File: config.mk
export PLATFORM = sky130hd
export DESIGN_NAME = mist32_device_display_busif
export DESIGN_NICKNAME = d
export VERILOG_FILES = /design/src/rtl/mist32_display_busif_pkg.sv /design/src/rtl/mist32_sync_fifo.sv /design/src/rtl/mist32_device_display_busif.sv
export SDC_FILE = /design/constraint.sdc
export NUM_CORES = 1
export LEC_CHECK = 0
export BUFFER_PORTS_ARGS = -buffer_cell sky130_fd_sc_hd__buf_2
export CAP_MARGIN = 40
export CORE_UTILIZATION = 43
export DETAILED_ROUTE_END_ITERATION = 8
export PLACE_DENSITY = 0.64
export SLEW_MARGIN = 15
export SYNTH_ARGS = -nofsm -noshare
export SYNTH_HDL_FRONTEND = slang
export SYNTH_SLANG_ARGS = --single-unit
export TNS_END_PERCENT = 50
File: constraint.sdc
create_clock -name iCLOCK -period 11.15 [get_ports iCLOCK]
set_input_delay 0.5575 -clock iCLOCK [delete_from_list [all_inputs] [get_ports iCLOCK]]
set_output_delay 0.5575 -clock iCLOCK [all_outputs]
set_load 0.02 [all_outputs]
File: src/rtl/mist32_display_busif_pkg.sv
// Shared encodings for the MIST32 display bus interface: region classes, IRQ codes,
// IRQ FSM states and special-region word indices.
package mist32_display_busif_pkg;

  typedef enum logic [1:0] {
    RegionSpecial,
    RegionDisplay,
    RegionIllegal
  } region_e;

  typedef enum logic [1:0] {
    IrqIdle,
    IrqPend,
    IrqWait
  } irq_state_e;

  localparam logic [23:0] IrqCodeIllegal  = 24'h000000;
  localparam logic [23:0] IrqCodeDispRead = 24'h000001;

  localparam logic [7:0] SpecialWordLimit = 8'd0;
  localparam logic [7:0] SpecialWordType  = 8'd1;
  localparam logic [7:0] SpecialWordCount = 8'd2;
  localparam logic [7:0] SpecialWordLost  = 8'd3;

  function automatic region_e decode_region(input logic [31:0] addr,
                                            input logic [31:0] special_size,
                                            input logic [31:0] addr_limit);
    if (addr < special_size) return RegionSpecial;
    if (addr < addr_limit) return RegionDisplay;
    return RegionIllegal;
  endfunction

endpackage

File: src/rtl/mist32_sync_fifo.sv
// Single-clock FIFO with occupancy count; DEPTH must be a power of two so pointers wrap freely.
module mist32_sync_fifo #(
  parameter int unsigned WIDTH = 62,
  parameter int unsigned DEPTH = 16
) (
  input  logic                     i_clk,
  input  logic                     i_rst,
  input  logic                     i_wr_en,
  input  logic [WIDTH-1:0]         i_wr_data,
  input  logic                     i_rd_en,
  output logic [WIDTH-1:0]         o_rd_data,
  output logic [$clog2(DEPTH):0]   o_count,
  output logic                     o_full,
  output logic                     o_empty
);
  localparam int unsigned AW = $clog2(DEPTH);

  logic [WIDTH-1:0] r_mem [DEPTH];
  logic [AW-1:0]    r_wr_ptr, r_rd_ptr;
  logic [AW:0]      r_count;
  logic             w_wr, w_rd;

  assign w_wr = i_wr_en && !o_full;
  assign w_rd = i_rd_en && !o_empty;

  always_ff @(posedge i_clk or posedge i_rst) begin
    if (i_rst) begin
      r_wr_ptr <= '0;
      r_rd_ptr <= '0;
      r_count  <= '0;
    end else begin
      if (w_wr) r_wr_ptr <= r_wr_ptr + AW'(1);
      if (w_rd) r_rd_ptr <= r_rd_ptr + AW'(1);
      r_count <= r_count + (AW + 1)'(w_wr) - (AW + 1)'(w_rd);
    end
  end

  always_ff @(posedge i_clk) begin
    if (w_wr) r_mem[r_wr_ptr] <= i_wr_data;
  end

  assign o_rd_data = r_mem[r_rd_ptr];
  assign o_count   = r_count;
  assign o_full    = (r_count == (AW + 1)'(DEPTH));
  assign o_empty   = (r_count == '0);

endmodule

File: src/rtl/mist32_device_display_busif.sv
// MIST32 device bus slave posting display writes through a FIFO, with a small status region.
// Error IRQ reporting and the lost-IRQ counter exist only with MIST32_DISPLAY_BUSIF_IRQ_EN.
module mist32_device_display_busif
  import mist32_display_busif_pkg::*;
#(
  parameter int unsigned FIFO_DEPTH   = 16,
  parameter logic [31:0] SPECIAL_SIZE = 32'h0000_0400,
  parameter logic [31:0] ADDR_LIMIT   = 32'h0013_8400,
  parameter logic [31:0] DEVICE_TYPE  = 32'h0000_0002
) (
  input  logic        iCLOCK,
  input  logic        iRESET,
  input  logic        iDEV_REQ,
  output logic        oDEV_BUSY,
  input  logic        iDEV_RW,
  input  logic [31:0] iDEV_ADDR,
  input  logic [31:0] iDEV_DATA,
  output logic        oDEV_REQ,
  input  logic        iDEV_BUSY,
  output logic [31:0] oDEV_DATA,
  output logic        oDEV_IRQ_REQ,
  input  logic        iDEV_IRQ_BUSY,
  output logic [23:0] oDEV_IRQ_DATA,
  input  logic        iDEV_IRQ_ACK,
  output logic        oDISP_WR_REQ,
  input  logic        iDISP_WR_BUSY,
  output logic [29:0] oDISP_WR_ADDR,
  output logic [31:0] oDISP_WR_DATA
);
  localparam int unsigned CW = $clog2(FIFO_DEPTH) + 1;

  logic          w_accept, w_push, w_pop, w_full, w_empty;
  logic [CW-1:0] w_count, w_count_next;
  logic [61:0]   w_head;
  region_e       w_region;
  logic [7:0]    w_word;
  logic [31:0]   w_rd_data;
  logic [15:0]   w_lost;

  logic          r_busy, r_req, r_skid_vld;
  logic [31:0]   r_data, r_skid_data;
  logic          w_req_next, w_skid_vld_next, w_busy_next;
  logic [31:0]   w_data_next, w_skid_data_next;

  assign w_accept     = iDEV_REQ && !r_busy;
  assign w_region     = decode_region(iDEV_ADDR, SPECIAL_SIZE, ADDR_LIMIT);
  assign w_word       = iDEV_ADDR[9:2];
  assign w_push       = w_accept && iDEV_RW && (w_region == RegionDisplay);
  assign w_pop        = !w_empty && !iDISP_WR_BUSY;
  assign w_count_next = w_count + CW'(w_push) - CW'(w_pop);

  mist32_sync_fifo #(
    .WIDTH (62),
    .DEPTH (FIFO_DEPTH)
  ) u_fifo (
    .i_clk     (iCLOCK),
    .i_rst     (iRESET),
    .i_wr_en   (w_push),
    .i_wr_data ({iDEV_ADDR[31:2], iDEV_DATA}),
    .i_rd_en   (w_pop),
    .o_rd_data (w_head),
    .o_count   (w_count),
    .o_full    (w_full),
    .o_empty   (w_empty)
  );

  assign oDISP_WR_REQ  = !w_empty;
  assign oDISP_WR_ADDR = w_empty ? '0 : w_head[61:32];
  assign oDISP_WR_DATA = w_empty ? '0 : w_head[31:0];

  always_comb begin
    w_rd_data = '0;
    if (!iDEV_RW && (w_region == RegionSpecial)) begin
      case (w_word)
        SpecialWordLimit: w_rd_data = ADDR_LIMIT;
        SpecialWordType:  w_rd_data = DEVICE_TYPE;
        SpecialWordCount: w_rd_data = 32'(w_count);
        SpecialWordLost:  w_rd_data = {16'h0, w_lost};
        default:          w_rd_data = '0;
      endcase
    end
  end

  // An access accepted while the previous response is stalled parks in the skid slot.
  always_comb begin
    w_req_next       = r_req;
    w_data_next      = r_data;
    w_skid_vld_next  = r_skid_vld;
    w_skid_data_next = r_skid_data;
    if (r_req && iDEV_BUSY) begin
      if (w_accept) begin
        w_skid_vld_next  = 1'b1;
        w_skid_data_next = w_rd_data;
      end
    end else if (r_skid_vld) begin
      w_req_next      = 1'b1;
      w_data_next     = r_skid_data;
      w_skid_vld_next = 1'b0;
    end else begin
      w_req_next  = w_accept;
      w_data_next = w_accept ? w_rd_data : '0;
    end
    w_busy_next = (w_count_next == CW'(FIFO_DEPTH)) || w_skid_vld_next ||
                  (w_req_next && iDEV_BUSY);
  end

  always_ff @(posedge iCLOCK or posedge iRESET) begin
    if (iRESET) begin
      r_busy      <= 1'b1;
      r_req       <= 1'b0;
      r_data      <= '0;
      r_skid_vld  <= 1'b0;
      r_skid_data <= '0;
    end else begin
      r_busy      <= w_busy_next;
      r_req       <= w_req_next;
      r_data      <= w_data_next;
      r_skid_vld  <= w_skid_vld_next;
      r_skid_data <= w_skid_data_next;
    end
  end

  assign oDEV_BUSY = r_busy;
  assign oDEV_REQ  = r_req;
  assign oDEV_DATA = r_data;

`ifdef MIST32_DISPLAY_BUSIF_IRQ_EN
  irq_state_e  r_irq_state, w_irq_state_next;
  logic [23:0] r_irq_code, w_err_code;
  logic [15:0] r_lost;
  logic        w_err, w_err_lost, w_lost_clr;

  assign w_err      = w_accept && ((w_region == RegionIllegal) ||
                                   ((w_region == RegionDisplay) && !iDEV_RW));
  assign w_err_code = (w_region == RegionIllegal) ? IrqCodeIllegal : IrqCodeDispRead;
  assign w_err_lost = w_err && (r_irq_state != IrqIdle);
  assign w_lost_clr = w_accept && iDEV_RW && (w_region == RegionSpecial) &&
                      (w_word == SpecialWordLost);

  always_comb begin
    w_irq_state_next = r_irq_state;
    oDEV_IRQ_REQ     = 1'b0;
    unique case (r_irq_state)
      IrqIdle: if (w_err) w_irq_state_next = IrqPend;
      IrqPend: begin
        oDEV_IRQ_REQ = !iDEV_IRQ_BUSY;
        if (!iDEV_IRQ_BUSY) w_irq_state_next = IrqWait;
      end
      IrqWait: if (iDEV_IRQ_ACK) w_irq_state_next = IrqIdle;
      default: w_irq_state_next = IrqIdle;
    endcase
  end

  always_ff @(posedge iCLOCK or posedge iRESET) begin
    if (iRESET) begin
      r_irq_state <= IrqIdle;
      r_irq_code  <= '0;
      r_lost      <= '0;
    end else begin
      r_irq_state <= w_irq_state_next;
      if ((r_irq_state == IrqIdle) && w_err) r_irq_code <= w_err_code;
      if (w_lost_clr) r_lost <= '0;
      else if (w_err_lost && (r_lost != 16'hFFFF)) r_lost <= r_lost + 16'd1;
    end
  end

  assign oDEV_IRQ_DATA = (r_irq_state == IrqIdle) ? '0 : r_irq_code;
  assign w_lost        = r_lost;
`else
  logic w_unused_irq;
  assign w_unused_irq  = ^{iDEV_IRQ_BUSY, iDEV_IRQ_ACK, w_full};
  assign oDEV_IRQ_REQ  = 1'b0;
  assign oDEV_IRQ_DATA = '0;
  assign w_lost        = '0;
`endif

endmodule
==> flow_summary.json, run 1 <==
{
  "power_w": 0.01066,
  "post-route-period-util_pct": 47.84,
  "finalMaxSlewViolations": 0,
  "clock.fmax_mhz": 187.5,
  "fin_tns_setup_ns": 0,
  "die_area_um2": 93430,
  "p_sw_share_pct": 28.46,
  "seq_area_um2": 30510,
  "p_leak_nw": 14.51,
  "vias_per_cell": 5.662,
  "drt-initial-drc-count": 1934,
  "hold_end": "oDEV_BUSY",
  "nNetsFinal": 1962,
  "grt_max_degree": 113,
  "cp-start-kind": "flip-flop",
  "worst-path-max-fanout": 112,
  "utilization_pct": 49.38,
  "intPower_w": 0.007624,
  "antenna_found_initial": 10,
  "worstHoldStart": "iDEV_BUSY",
  "grt_pass1_vias": 18600,
  "cp.arrival_ns": 4.78,
  "wl_met3_um": 5693,
  "wl_met1_um": 35950,
  "final.fill_count": 7098,
  "period_minus_slack_ns": 5.334,
  "relSlewSlack_pct": 36.37,
  "die-width_um": 305.7,
  "fin_skew_ns": 0.02130,
  "cts.clk_slew.worst_paths_ns": 0.06,
  "ys_seq_area_share_pct": 76.90,
  "worstMarginPinSlew_ns": 0.9544,
  "start_util_pct": 43.32,
  "placementRows": 111,
  "grtUsageTotal_pct": 18.45,
  "hpwl_um": 45140,
  "clockPowerShare_pct": 30.7,
  "switchingPower_w": 0.003032,
  "numPortBuffers": 142,
  "global_route.overflow_total": 0,
  "yosys_warnings": 0,
  "post_cts_buffers": 0,
  "wl_um": 85570,
  "clock_latency_ns": 0.66,
  "p_comb_share_pct": 28.5,
  "reg2reg_from": "oDEV_BUSY",
  "criticalPathCategory": "flip-flop to output pin",
  "drc": 0,
  "layout_commonest_cell": "edfxtp_1",
  "r2r.worst_path.cells": 6,
  "p_per_area_nw_per_um2": 235.8,
  "r2r_setup_slack_ns": 7.43,
  "fin_cells": 3143,
  "numCtsBuffers": 100,
  "diodes": 0,
  "route.met2.wl_um": 41960,
  "layout-drive-gt1-share_pct": 33.88,
  "mostFrequentLayoutCells": "edfxtp_1 (992), mux4_2 (310), buf_2 (142)",
  "synth_cell_types": 39,
  "hold_viol": 0,
  "coreArea_um2": 91520,
  "syn_area_um2": 39650,
  "end_kind": "output pin",
  "rsz0062_at_grt": "no",
  "rr_endpoint": "u_fifo.r_mem[12][42]",
  "cts_root_buf": "clkbuf_16",
  "clock_tree.buffer_depth": 3,
  "holdPathStages": 2,
  "pwr-share-seq_pct": 40.8,
  "hp-class": "primary input to flip-flop",
  "ys_ff_latch": 1020,
  "report.final.setup_viol": 0,
  "gp_congestion": 0.7627,
  "ant_nets": 0,
  "cts_num_sinks": 1020,
  "place_inst": 2957,
  "maxCapViolCount": 0,
  "grt_pass1_wl_um": 124800,
  "cts_tree": "yes",
  "outcome": "complete, no violations",
  "vias": 17800,
  "h-tree-depth": 3,
  "synth.avg_cell_area_um2": 23.73,
  "wl_per_cell_um": 27.23,
  "dr.pass1.iters": 5,
  "critPathRequiredTime_ns": 10.59,
  "multi_input_comb_area_um2": 8572,
  "die_h_um": 305.7,
  "area_growth_pct": 13.98,
  "top_layer": "met5",
  "syn_inst": 1671,
  "vdd_ir_drop_max_mv": 0.2025,
  "io_pins": 194
}
-- what timing repair did --
action | CTS | global route
hold buffers | 1 | 0
gates resized for setup | 0 | 0
endpoints found under the hold margin | 8 | 0
endpoints found under the setup margin | 0 | 0
-- worst max-delay path by stage --
| stage | endpoint | cells past startpoint | startpoint |
|---|---|---|---|
| finish | oDISP_WR_ADDR[17] | 6 | u_fifo.r_rd_ptr[0] |
| global route | oDISP_WR_DATA[29] | 6 | u_fifo.r_rd_ptr[0] |
| CTS | oDISP_WR_ADDR[5] | 6 | u_fifo.r_rd_ptr[0] |
| detailed placement | oDISP_WR_ADDR[17] | 6 | u_fifo.r_rd_ptr[0] |
| global placement | oDISP_WR_ADDR[28] | 6 | u_fifo.r_rd_ptr[1] |
| floorplan | u_fifo.r_mem[3][0] | 5 | iDEV_ADDR[31] |
-- synth_stat cells --
library cell	n	share of area (%)
buf_4	71	1.3
and3_1	23	0.36
inv_1	15	0.14
nand4_1	6	0.095
conb_1	1	0.0095
nand3_1	3	0.038
xnor2_1	9	0.20
nor4b_1	1	0.022
nor2_1	10	0.095
dfstp_2	1	0.066
a21oi_1	8	0.10
mux4_2	310	18
fa_1	2	0.10
edfxtp_1	992	75
o21ai_0	4	0.050
buf_6	2	0.057
o41ai_1	2	0.044
buf_2	8	0.10
nand3b_1	1	0.019
dfrtp_1	27	1.7
nand2_1	11	0.10
or4_1	1	0.019
mux2_2	2	0.057
nor3b_1	1	0.019
ha_1	14	0.44
and2_1	64	1.0
xor2_1	4	0.088
nor4_1	4	0.063
buf_1	8	0.076
nor3_1	3	0.038
a221o_1	4	0.10
o21bai_1	1	0.019
or2_2	1	0.016
and4_1	1	0.022
nor2b_1	6	0.095
a32o_1	1	0.025
clkbuf_1	43	0.41
a21o_1	2	0.038
o31ai_1	4	0.076
-- cell families after synthesis --
logic type	synth area share (%)
DFF	76.90
adders and majority gates	0.5428
AOI/OAI and AO/OA	0.4544
buffers and inverters	2.127
other	0.009458
and+or+nand+nor	2.016
muxes	17.66
xor gates and xnor gates	0.2872
-- per-layer routing --
metal	track usage (%)	vias up
li1	-	7408
met1	25.71	9627
met2	29.59	605
met3	3.730	141
met4	5.411	14
met5	0	-
-- power groups by stage --
stage / clock network, W / logic (W) / registers, W
2_1_floorplan: 0 / 0.00234 / 0.00433
4_1_cts: 0.00333 / 0.00310 / 0.00435
3_3_place_gp: 0 / 0.00296 / 0.00449
5_1_grt: 0.00348 / 0.00325 / 0.00436
6_report: 0.00327 / 0.00303 / 0.00435
3_5_place_dp: 0 / 0.00309 / 0.00443
-- final cells by class --
class	instances	area share [%]
Clock buffer	121	5.853
Inverter	15	0.1246
Sequential cell	1020	67.50
Multi-Input combinational cell	550	18.97
Tap cell	1186	3.283
Clock inverter	64	1.177
Timing Repair Buffer	187	3.095
-- state kept, by name (all words and copies together) (netlist names) --
register and cells:
oDEV_BUSY 1, oDEV_REQ 1, r_skid_data 6, oDEV_DATA 6, u_fifo.o_count 5, u_fifo.r_mem 992
u_fifo.r_rd_ptr 4, u_fifo.r_wr_ptr 4, r_skid_vld 1
-- worst max-delay path, cell delays in order (launching register included) --
cell	delay, ns
dfrtp_4	0.91
buf_12	0.68
buf_12	0.75
mux4_2	0.60
mux4_2	0.46
and2_1	0.24
buf_2	0.19
-- per-stage QoR --
stage,instance area (µm²),setup slack (ns),hold WS (ns)
2_1_floorplan,39820,5.021,0.4350
3_3_place_gp,41550,6.259,0.4594
3_5_place_dp,42010,6.359,0.4765
4_1_cts,45190,5.654,0.1298
5_1_grt,45190,5.420,0.1743
6_report,45190,5.816,0.1692
Power figures use the tool's default switching activity.
==> run 2: changes to the inputs <==
Settings changed: PLACE_DENSITY 0.64 to 0.67.
Clock period 11.15 ns to 4.8 ns, I/O delays scaled along.
==> flow_summary.json, run 2 (synthesis gave the netlist of run 1 again) <==
{
  "outcome": "complete, no violations",
  "fin_tns_setup_ns": 0,
  "worstHoldStart": "iDEV_RW",
  "grt_pass1_vias": 18850,
  "reg2reg_from": "oDEV_BUSY",
  "grtUsageTotal_pct": 18.52,
  "placed_area_um2": 42050,
  "area_growth_pct": 15.67,
  "dr.pass1.iters": 5,
  "criticalPathCategory": "flip-flop to output pin",
  "wl_per_cell_um": 26.64,
  "ant_nets": 0,
  "place_inst": 2966,
  "period_minus_slack_ns": 3.773,
  "fin_ws_ns": 1.027,
  "fin_skew_ns": 0.02829,
  "cts_num_sinks": 1020,
  "finalMaxSlewViolations": 0,
  "maxCapViolCount": 0,
  "seq_area_um2": 30510,
  "layout-drive-gt1-share_pct": 32.48,
  "post-route-period-util_pct": 78.61,
  "cts_tree": "yes",
  "path_cells": "buf_4, mux4_2, mux4_2, and2_1, buf_2",
  "vias": 18010,
  "start_util_pct": 43.32,
  "p_per_area_nw_per_um2": 541.3,
  "worst-path-max-fanout": 30,
  "final_area_um2": 45860,
  "drt-initial-drc-count": 1694,
  "die_area_um2": 93430,
  "path_delay_family": "multiplexers",
  "r2r.worst_path.cells": 6,
  "coreArea_um2": 91520,
  "antenna_found_initial": 4,
  "worstMarginPinSlew_ns": 0.7898,
  "largest_register_ffs": 992,
  "grt_pass1_wl_um": 126000,
  "cts.clk_slew.worst_paths_ns": 0.06,
  "holdPathStages": 5,
  "mostFrequentLayoutCells": "edfxtp_1 (992), mux4_2 (310), buf_2 (142)",
  "cts_root_buf": "clkbuf_16",
  "rsz0062_at_grt": "no",
  "cp-start-kind": "flip-flop",
  "clock.fmax_mhz": 265.0,
  "wl_um": 85710,
  "critPathRequiredTime_ns": 4.56,
  "cpPeakStageDelay_ns": 0.86,
  "timing.critical_path.buf_inv": 2,
  "die_h_um": 305.7,
  "p_leak_nw": 14.75,
  "grt_max_degree": 60,
  "end_kind": "output pin",
  "hold_viol": 0,
  "numCtsBuffers": 102,
  "numPortBuffers": 142,
  "drc": 0,
  "fin_cells": 3218,
  "diodes": 0,
  "hp-class": "primary input to flip-flop",
  "multi_input_comb_area_um2": 8578,
  "gp_congestion": 0.7769,
  "hold_buffers": 65,
  "die-width_um": 305.7,
  "hpwl_um": 47180,
  "dp_slack_ns": 1.118,
  "vias_per_cell": 5.597,
  "holdWs_ns": 0.05831,
  "crit_slowest_cell": "dfrtp_4",
  "top_register": "u_fifo.r_mem",
  "report.final.setup_viol": 0,
  "clock_tree.buffer_depth": 3,
  "io_pins": 194,
  "global_route.overflow_total": 0,
  "h-tree-depth": 3,
  "r2r_setup_slack_ns": 1.54,
  "layout_commonest_cell": "edfxtp_1",
  "placementRows": 111,
  "clock_latency_ns": 0.67,
  "rr_endpoint": "u_fifo.r_mem[1][55]",
  "post_cts_resize_count": 0,
  "cpMostUsedCell": "mux4_2",
  "cp.arrival_ns": 3.53,
  "nNetsFinal": 2037,
  "final.fill_count": 7072,
  "relSlewSlack_pct": 47.35,
  "post_cts_buffers": 0,
  "vdd_ir_drop_max_mv": 0.3061,
  "hold_end": "u_fifo.r_wr_ptr[3]"
}
run 2: cell types whose count changed in the layout (fill, tap and decap cells not counted), sizes merged:
cell	change
clkinv	-2
clkbuf	+8
buf	+9
bufinv	-1
inv	-4
clkinvlp	+1
dlygate4sd3	+64
run 2: final cells by class:
| type | instances | share of cell area, % |
|---|---|---|
| repair buffers | 260 | 4.523 |
| flip-flops and latches | 1020 | 66.51 |
| multi-input cells | 550 | 18.70 |
| clock inverters | 58 | 1.069 |
| clock buffers | 129 | 5.833 |
| inverters | 15 | 0.1228 |
| well taps | 1186 | 3.235 |
run 2: how the worst max path moves through the flow:
stage / startpoint / to / depth (start not counted)
3_3_place_gp: iDEV_ADDR[30] / oDEV_BUSY / 15
2_1_floorplan: oDEV_BUSY / u_fifo.r_mem[7][0] / 5
3_5_place_dp: iDEV_ADDR[30] / u_fifo.r_mem[0][55] / 7
4_1_cts: u_fifo.r_rd_ptr[0] / oDISP_WR_ADDR[22] / 5
5_1_grt: u_fifo.r_rd_ptr[0] / oDISP_WR_ADDR[22] / 5
6_report: u_fifo.r_rd_ptr[0] / oDISP_WR_ADDR[16] / 5
run 2: tightest hold or removal path: stages:
cell     delay, ns
buf_2         0.12
nand3_1       0.06
nor2_1        0.07
nand4_1       0.11
xnor2_1       0.07
run 2: layer usage:
layer / share of wire [%] / track usage [%] / routed length, µm / vias up
met2: 50 / 30.35 / 42970 / 707
met4: 2.0 / 5.306 / 1704 / 4
met5: 0.033 / 0 / 28 / -
met3: 6.6 / 3.203 / 5692 / 114
met1: 41 / 25.63 / 35320 / 9627
li1: - / - / - / 7558
run 2: power by group:
part / switching (W) / total [W] / internal, W
registers: 0.000369 / 0.0102 / 0.00982
clock network: 0.00324 / 0.00756 / 0.00432
logic: 0.00352 / 0.00708 / 0.00356
run 2: stage by stage:
stage / total power [W] / util (%)
floorplan: 0.01547 / -
global placement: 0.01751 / 45.88
detailed placement: 0.01756 / 45.94
CTS: 0.02514 / 50.11
global route: 0.02580 / 50.11
finish: 0.02483 / 50.11
